$ cat config.mk
export PLATFORM = sky130hd
export DESIGN_NAME = light_randomizer
export DESIGN_NICKNAME = d
export VERILOG_FILES = /design/src/rtl/game_pkg.sv /design/src/rtl/light_randomizer_lfsr9.sv /design/src/rtl/light_randomizer.sv
export SDC_FILE = /design/constraint.sdc
export NUM_CORES = 1
export LEC_CHECK = 0
export BUFFER_PORTS_ARGS = -buffer_cell sky130_fd_sc_hd__buf_2
export CORE_AREA = 2 2 71 73
export DETAILED_ROUTE_END_ITERATION = 6
export DIE_AREA = 0 0 73 75
export GPL_ROUTABILITY_DRIVEN = 0
export PLACE_DENSITY_LB_ADDON = 0.25
export SYNTH_ARGS = -nofsm -noshare
export SYNTH_HDL_FRONTEND = slang
export SYNTH_SLANG_ARGS = --single-unit
$ cat constraint.sdc
create_clock -name clk -period 4.13 [get_ports clk]
set_input_delay 0.6195 -clock clk [delete_from_list [all_inputs] [get_ports clk]]
set_output_delay 0.6195 -clock clk [all_outputs]
set_load 0.05 [all_outputs]
$ cat src/rtl/game_pkg.sv
// game_pkg: shared state encoding, widths and LFSR taps for the light game.
package game_pkg;
    typedef enum logic [2:0] {IDLE, ARM, PLAY, RESULT, DONE} state_t;
    localparam int LFSR_W = 9;
    localparam int LIGHT_W = 8;
    localparam int TAP_A = 8;
    localparam int TAP_B = 4;
endpackage

$ cat src/rtl/light_randomizer_lfsr9.sv
// lfsr9: x^9+x^5+1 Fibonacci LFSR with XOR reseed and a zero guard.
module lfsr9
    import game_pkg::*;
(
    input  logic              clk,
    input  logic              rst,
    input  logic              load,
    input  logic [LFSR_W-1:0] load_val,
    input  logic [LFSR_W-1:0] seed,
    output logic [LFSR_W-1:0] value
);
    logic [LFSR_W-1:0] nxt;

    always_comb nxt = load ? value ^ load_val : {value[LFSR_W-2:0], value[TAP_A] ^ value[TAP_B]};

    // an all-zero state would lock up, so the seed stands in for it
    always_ff @(posedge clk)
        if (rst) value <= seed;
        else value <= (nxt == '0) ? seed : nxt;
endmodule

$ cat src/rtl/light_randomizer.sv
// light_randomizer: round sequencer feeding random target lights to the hit/miss stage.
module light_randomizer
    import game_pkg::*;
#(
    parameter int          ROUND_CYCLES  = 50000000,
    parameter int          RESULT_CYCLES = 25000000,
    parameter int          MAX_ROUNDS    = 16,
    parameter logic [8:0]  LFSR_SEED     = 9'h1A5
)(
    input  logic        clk,
    input  logic        rst,
    input  logic        start,
    input  logic [8:0]  token,
    input  logic        token_valid,
    input  logic        hit,
    output logic [7:0]  light,
    output logic        enable,
    output logic        round_active,
    output logic [3:0]  round_num,
    output logic [4:0]  score,
    output logic        last_hit,
    output logic        game_over
);
    localparam int TMAX = (ROUND_CYCLES > RESULT_CYCLES) ? ROUND_CYCLES : RESULT_CYCLES;
    localparam int TW = $clog2(TMAX);

    state_t             state;
    logic [TW-1:0]      timer;
    logic [LFSR_W-1:0]  lfsr;
    logic [LIGHT_W-1:0] cand;
    logic               play_end, result_end, last_round;

    lfsr9 u_lfsr (
        .clk      (clk),
        .rst      (rst),
        .load     (token_valid),
        .load_val (token),
        .seed     (LFSR_SEED),
        .value    (lfsr)
    );

    assign cand         = (lfsr[LIGHT_W-1:0] == '0) ? 8'h01 : lfsr[LIGHT_W-1:0];
    assign enable       = state == ARM;
    assign round_active = state == PLAY;
    assign game_over    = state == DONE;
    assign play_end     = timer == TW'(ROUND_CYCLES - 1);
    assign result_end   = timer == TW'(RESULT_CYCLES - 1);
    assign last_round   = round_num == 4'(MAX_ROUNDS - 1);

    // light is latched on every entry into ARM so it is already valid while enable pulses
    always_ff @(posedge clk) begin
        if (rst) begin
            state     <= IDLE;
            timer     <= '0;
            light     <= '0;
            round_num <= '0;
            score     <= '0;
            last_hit  <= 1'b0;
        end else begin
            case (state)
                IDLE, DONE: if (start) begin
                    state     <= ARM;
                    light     <= cand;
                    score     <= '0;
                    round_num <= '0;
                    last_hit  <= 1'b0;
                end
                ARM: begin
                    state <= PLAY;
                    timer <= '0;
                end
                PLAY: if (hit) begin
                    state    <= RESULT;
                    timer    <= '0;
                    last_hit <= 1'b1;
                    score    <= score + 5'(score != 5'd31);
                end else if (play_end) begin
                    state    <= RESULT;
                    timer    <= '0;
                    last_hit <= 1'b0;
                end else begin
                    timer <= timer + TW'(1);
                end
                RESULT: if (result_end) begin
                    timer <= '0;
                    if (last_round) begin
                        state <= DONE;
                        light <= '0;
                    end else begin
                        state     <= ARM;
                        light     <= cand;
                        round_num <= round_num + 4'd1;
                    end
                end else begin
                    timer <= timer + TW'(1);
                end
                default: state <= IDLE;
            endcase
        end
    end
endmodule

==> results of run 1 <==
-- logic make-up after synthesis --
| group | after synthesis | synth area share [%] |
|---|---|---|
| and+or+nand+nor | 156 | 29.42 |
| AOI/OAI and AO/OA | 84 | 19.70 |
| DFF | 56 | 39.40 |
| buffers and inverters | 18 | 2.682 |
| xor gates and xnor gates | 16 | 4.925 |
| muxes | 6 | 2.111 |
| adders and majority gates | 4 | 1.759 |
-- worst max-delay path by stage --
| stage | from | endpoint | slack [ns] | cells after the start |
|---|---|---|---|---|
| detailed placement | timer[19] | timer[13] | 1.06 | 6 |
| finish | timer[19] | timer[13] | 1.00 | 6 |
| CTS | timer[19] | timer[13] | 1.06 | 6 |
| floorplan | state[1] | score[3] | 1.45 | 6 |
| global placement | timer[18] | timer[13] | 1.18 | 6 |
| global route | timer[18] | timer[13] | 0.75 | 6 |
-- final cells by class --
class / count / area, um2
Multi-Input combinational cell: 266 / 1648
Clock buffer: 5 / 68.82
Clock inverter: 3 / 42.54
Timing Repair Buffer: 35 / 177.7
Tap cell: 54 / 67.56
Sequential cell: 56 / 1121
Fill cell: 369 / 1524
Inverter: 3 / 11.26
-- per-stage QoR --
step | total power (W) | utilization, % | hold WS, ns
2_1_floorplan | 0.0008206 | - | 0.4521
3_3_place_gp | 0.0008753 | 64.91 | 0.4558
3_5_place_dp | 0.0008807 | 64.91 | 0.4537
4_1_cts | 0.001238 | 67.30 | 0.4810
5_1_grt | 0.001282 | 67.30 | 0.5035
6_report | 0.001231 | 67.30 | 0.4792
-- layer usage --
metal | track usage, % | vias up | share of wire (%)
met3 | 5.622 | 21 | 5.1
li1 | - | 1308 | -
met5 | 0 | - | 0
met2 | 41.54 | 81 | 48
met1 | 30.31 | 1206 | 44
met4 | 9.053 | 0 | 2.3
-- state kept, by name, summed over array words and instances, names as in the netlist --
name          count
u_lfsr.value      9
round_num         4
score             5
last_hit          1
timer            26
state             3
light             8
-- power by group through the flow --
stage	Clock [W]	Sequential [W]	Combinational (W)
floorplan	0	0.000647	0.000173
global placement	0	0.000612	0.000263
detailed placement	0	0.000612	0.000268
CTS	0.000368	0.000601	0.000269
global route	0.000384	0.000605	0.000292
finish	0.000362	0.000601	0.000268
-- cell usage after synthesis (all sizes together), types with 6 or more instances --
cell type,count
nand2,40
xor2,10
a21oi,21
nor2,32
nand4,12
mux2i,6
and3,9
nor4,6
a22o,12
xnor2,6
o21ai,15
dfxtp,56
nand3,19
a31oi,18
clkbuf,10
==> flow_summary.ini, run 1 <==
[outcome]
outcome = completed

[timing]
worst_pin_slew_ns = 1.091
finalCritPeriodShare_pct = 75.67
slew_viol_final = 0
setup_viol = 0
fin_crit_ns = 3.125
fmax_ghz = 0.3200
skew_ns = 0.01014
finalSetupTns_ns = 0
grt_setup_unrepaired = false
setup_ws_ns = 1.005
hold_viol_final = 0
relSlewSlack_pct = 27.09

[clocking]
clk_latency_ns = 0.31
postCtsSetupBuffers = 0
numCtsBuffers = 5
hold_buffers = 0
tritoncts = done
clockRootBuffer = clkbuf_8
post_cts_resized = 0
path_clk_slew_ns = 0.10
cts_num_sinks = 56
htree_levels = 2
cts.path.max_buffers = 2

[die]
start_util_pct = 61.05
die_y_um = 75
die_area_mm2 = 0.005475
die_w_um = 73
coreArea_mm2 = 0.004661
io_pins = 35
row_count = 25

[critical_path]
arrival_ns = 3.33
path_cells = nand4_1, or4b_1, o41ai_1, nand2_1, and3_1, a221o_1
slowest_stage = nand2_1
required_ns = 4.33
r2r_slack_ns = 1.00
critPathTopFamily = simple AND/OR/NAND/NOR gates
cp_max_fo = 38
crit_type = reg2reg
r2r-end = timer[13]
worst-path-buf-inv = 0
slowest_delay_ns = 0.73
r2r_start = timer[19]
worstRegToRegCells = 6
setup.worst_path.start_class = flop
crit_path_end_kind = flop

[synthesis]
synth-edff-count = 0
synthesis.nets = 358
synthFlopType = dfxtp_1
yosys-top-cells-area = dfxtp_1 (39%), nand2_1 (5.3%), nor2_1 (4.1%), a31oi_1 (4.0%), a21oi_1 (3.7%)
netlist-cell-type-count = 52
syn-instance-count = 340
ys_ff_latch = 56
synth_top_area_cell = dfxtp_1
synthArstFlopShare_pct = 0
ys_warn_count = 0
ys_seq_area_share_pct = 39.40
syn_area_mm2 = 0.002845
synth_top_area_share_pct = 39.40
avgSynthCellArea_um2 = 8.368

[cells_and_area]
syn2layout_area_growth_pct = 10.25
mostFrequentLayoutCells = dfxtp_1 (56), nand2_1 (40), buf_2 (34)
fin_cells = 422
final_common_cell = dfxtp_1
fin_area_mm2 = 0.003137
antenna_cells = 0
drive_above_1_share_pct = 13.59
num-nets-final = 385

[drt]
drt_wl_total_um = 6273
vias = 2616
routedWlPerCell_um = 14.86
drtAntennaViolNets = 0
drc = 0
dr.pass1.iters = 5
vias_per_cell = 6.199
drtIter0Drc = 324

[min_path]
min_path_cells = 1
worstHoldEndpoint = light[1]
hp-class = reg2reg
hp-start = light[1]

[pwr]
comb_power_share_pct = 21.8
cellLeakagePower_nw = 1.232
ir_drop_mv = 0.2776
powerDensity_mw_per_mm2 = 392.4
p_clk_share_pct = 29.4
power.internal_w = 0.0008321
power_frac_seq_pct = 48.8
switching_share_pct = 32.39
p_switching_w = 0.0003987

[place]
placed_area_mm2 = 0.003025
numPortBuffers = 34
place_hpwl_um = 4448
dpl.cell_count = 414
pre_cts_ws_ns = 1.063

[global_route]
grt_pass1_vias = 2477
grt_overflow = 0
grt_max_degree = 39
grt_pass1_wl_um = 10590
antenna_found_initial = 0
grt_usage_pct = 24.41

[flow_run]
cap_violations = 0
(Power assumes the default switching activity.)
==> inputs of run 2 (changes only) <==
--- a/config.mk
+++ b/config.mk
@@ -6,9 +6,9 @@
 export NUM_CORES = 1
 export LEC_CHECK = 0
 export BUFFER_PORTS_ARGS = -buffer_cell sky130_fd_sc_hd__buf_2
-export CORE_AREA = 2 2 71 73
+export CORE_AREA = 2 2 74 76
 export DETAILED_ROUTE_END_ITERATION = 6
-export DIE_AREA = 0 0 73 75
+export DIE_AREA = 0 0 76 78
 export GPL_ROUTABILITY_DRIVEN = 0
 export PLACE_DENSITY_LB_ADDON = 0.25
 export SYNTH_ARGS = -nofsm -noshare
==> constraint.sdc (replaced) <==
create_clock -name clk -period 3.1 [get_ports clk]
set_input_delay 0.465 -clock clk [delete_from_list [all_inputs] [get_ports clk]]
set_output_delay 0.465 -clock clk [all_outputs]
set_load 0.05 [all_outputs]
==> flow_summary.ini, run 2 (synthesis results as in run 1) <==
[outcome]
outcome = completed

[timing]
hold_viol_final = 0
fmax_ghz = 0.3993
grt_setup_unrepaired = false
finalCritPeriodShare_pct = 80.79
skew_ns = 0.009164
relSlewSlack_pct = 41.03
slew_viol_final = 0
worst_pin_slew_ns = 0.8764
setup_viol = 0
finalSetupTns_ns = 0
fin_crit_ns = 2.505

[clocking]
clockRootBuffer = clkbuf_8
clk_latency_ns = 0.32
path_clk_slew_ns = 0.11
tritoncts = done
cts_num_sinks = 56
cts.path.max_buffers = 2
post_cts_resized = 0
postCtsSetupBuffers = 0
hold_buffers = 0
htree_levels = 2
numCtsBuffers = 5

[cells_and_area]
syn2layout_area_growth_pct = 11.39
largest_reg_flops = 26
mostFrequentLayoutCells = dfxtp_1 (56), nand2_1 (40), buf_2 (34)
num-nets-final = 386
antenna_cells = 0
drive_above_1_share_pct = 13.82
top_regs = timer: 26 flops, u_lfsr.value: 9 flops, light: 8 flops
final_common_cell = dfxtp_1
largest-register = timer
utilization_pct = 62.85

[die]
io_pins = 35
die_y_um = 78
die_area_mm2 = 0.005928
start_util_pct = 56.43
row_count = 26
die_w_um = 76
coreArea_mm2 = 0.005042

[drt]
vias_per_cell = 5.941
drc = 0
dr.pass1.iters = 4
drtIter0Drc = 138
routedWlPerCell_um = 14.34
drtAntennaViolNets = 0
vias = 2608
drt_wl_total_um = 6297

[critical_path]
crit_path_end_kind = flop
r2r_slack_ns = 0.60
required_ns = 3.31
cp_max_fo = 34
endpoint = timer[21]
arrival_ns = 2.72
worstRegToRegCells = 7
r2r-end = timer[21]
slowest_stage = or4b_1
crit_type = reg2reg
r2r_start = timer[19]
setup.worst_path.start_class = flop
path_cells = nand4_1, or4b_1, o41ai_1, nand2_1, buf_4, a21o_1, a22o_1
slowest_delay_ns = 0.51
startpoint = timer[19]

[min_path]
hp-start = hit
hp-class = in2reg

[global_route]
met1_usage_pct = 26.59
grt_overflow = 0
antenna_found_initial = 0
grt_pass1_wl_um = 10490
grt_max_degree = 35
grt_usage_pct = 21.38
grt_pass1_vias = 2322
top_usage_layer = met2
grtUsageMet2_pct = 36.43
grt.met3_usage_pct = 4.884

[flow_run]
cap_violations = 0

[place]
place_hpwl_um = 4578
numPortBuffers = 34

[pwr]
ir_drop_mv = 0.3473
powerDensity_mw_per_mm2 = 520.8
cellLeakagePower_nw = 1.241
[run 2: area by class of cell]
type / count / area [um2]
multi-input cells: 266 / 1648
clock buffers: 5 / 68.82
repair buffers: 36 / 185.2
clock inverters: 3 / 47.55
well taps: 70 / 87.58
inverters: 3 / 11.26
flip-flops and latches: 56 / 1121
fillers: 462 / 1873
[run 2: metal layers]
layer  up-vias  wire, um
met3         7       283
met5         -         0
met4         0        65
li1       1315         -
met2        60      3038
met1      1226      2910
[run 2: power breakdown]
part           switching [W]  internal [W]  leakage (nW)
Combinational       0.000245      0.000111         0.727
Sequential         0.0000433      0.000759         0.455
Clock               0.000249      0.000244        0.0583
[run 2: how the worst min path moves through the flow]
stage,endpoint,cells after the start
CTS,last_hit,3
detailed placement,light[1],1
global route,last_hit,3
finish,last_hit,3
floorplan,timer[9],1
global placement,light[1],1
[run 2: stage by stage]
stage	cells	worst slack, ns	power [W]	instance area [um2]	hold WS [ns]
after detailed placement	431	0.6303	0.001175	3053	0.4534
after global routing	439	0.4254	0.001723	3169	0.4888
after global placement	431	0.7397	0.001168	3053	0.4596
after floorplan	340	0.4241	0.001093	2845	0.4521
after CTS	439	0.6263	0.001668	3169	0.4440
final	439	0.5954	0.001651	3169	0.4519
[run 2: worst max-delay path, delay by kind of cell, from the launching register on]
kind / cells / cell delay (ns)
flip-flops: 1 / 0.42
AND/OR/NAND/NOR: 3 / 0.90
AO/OA/AOI/OAI: 3 / 0.80
buffers and inverters: 1 / 0.28
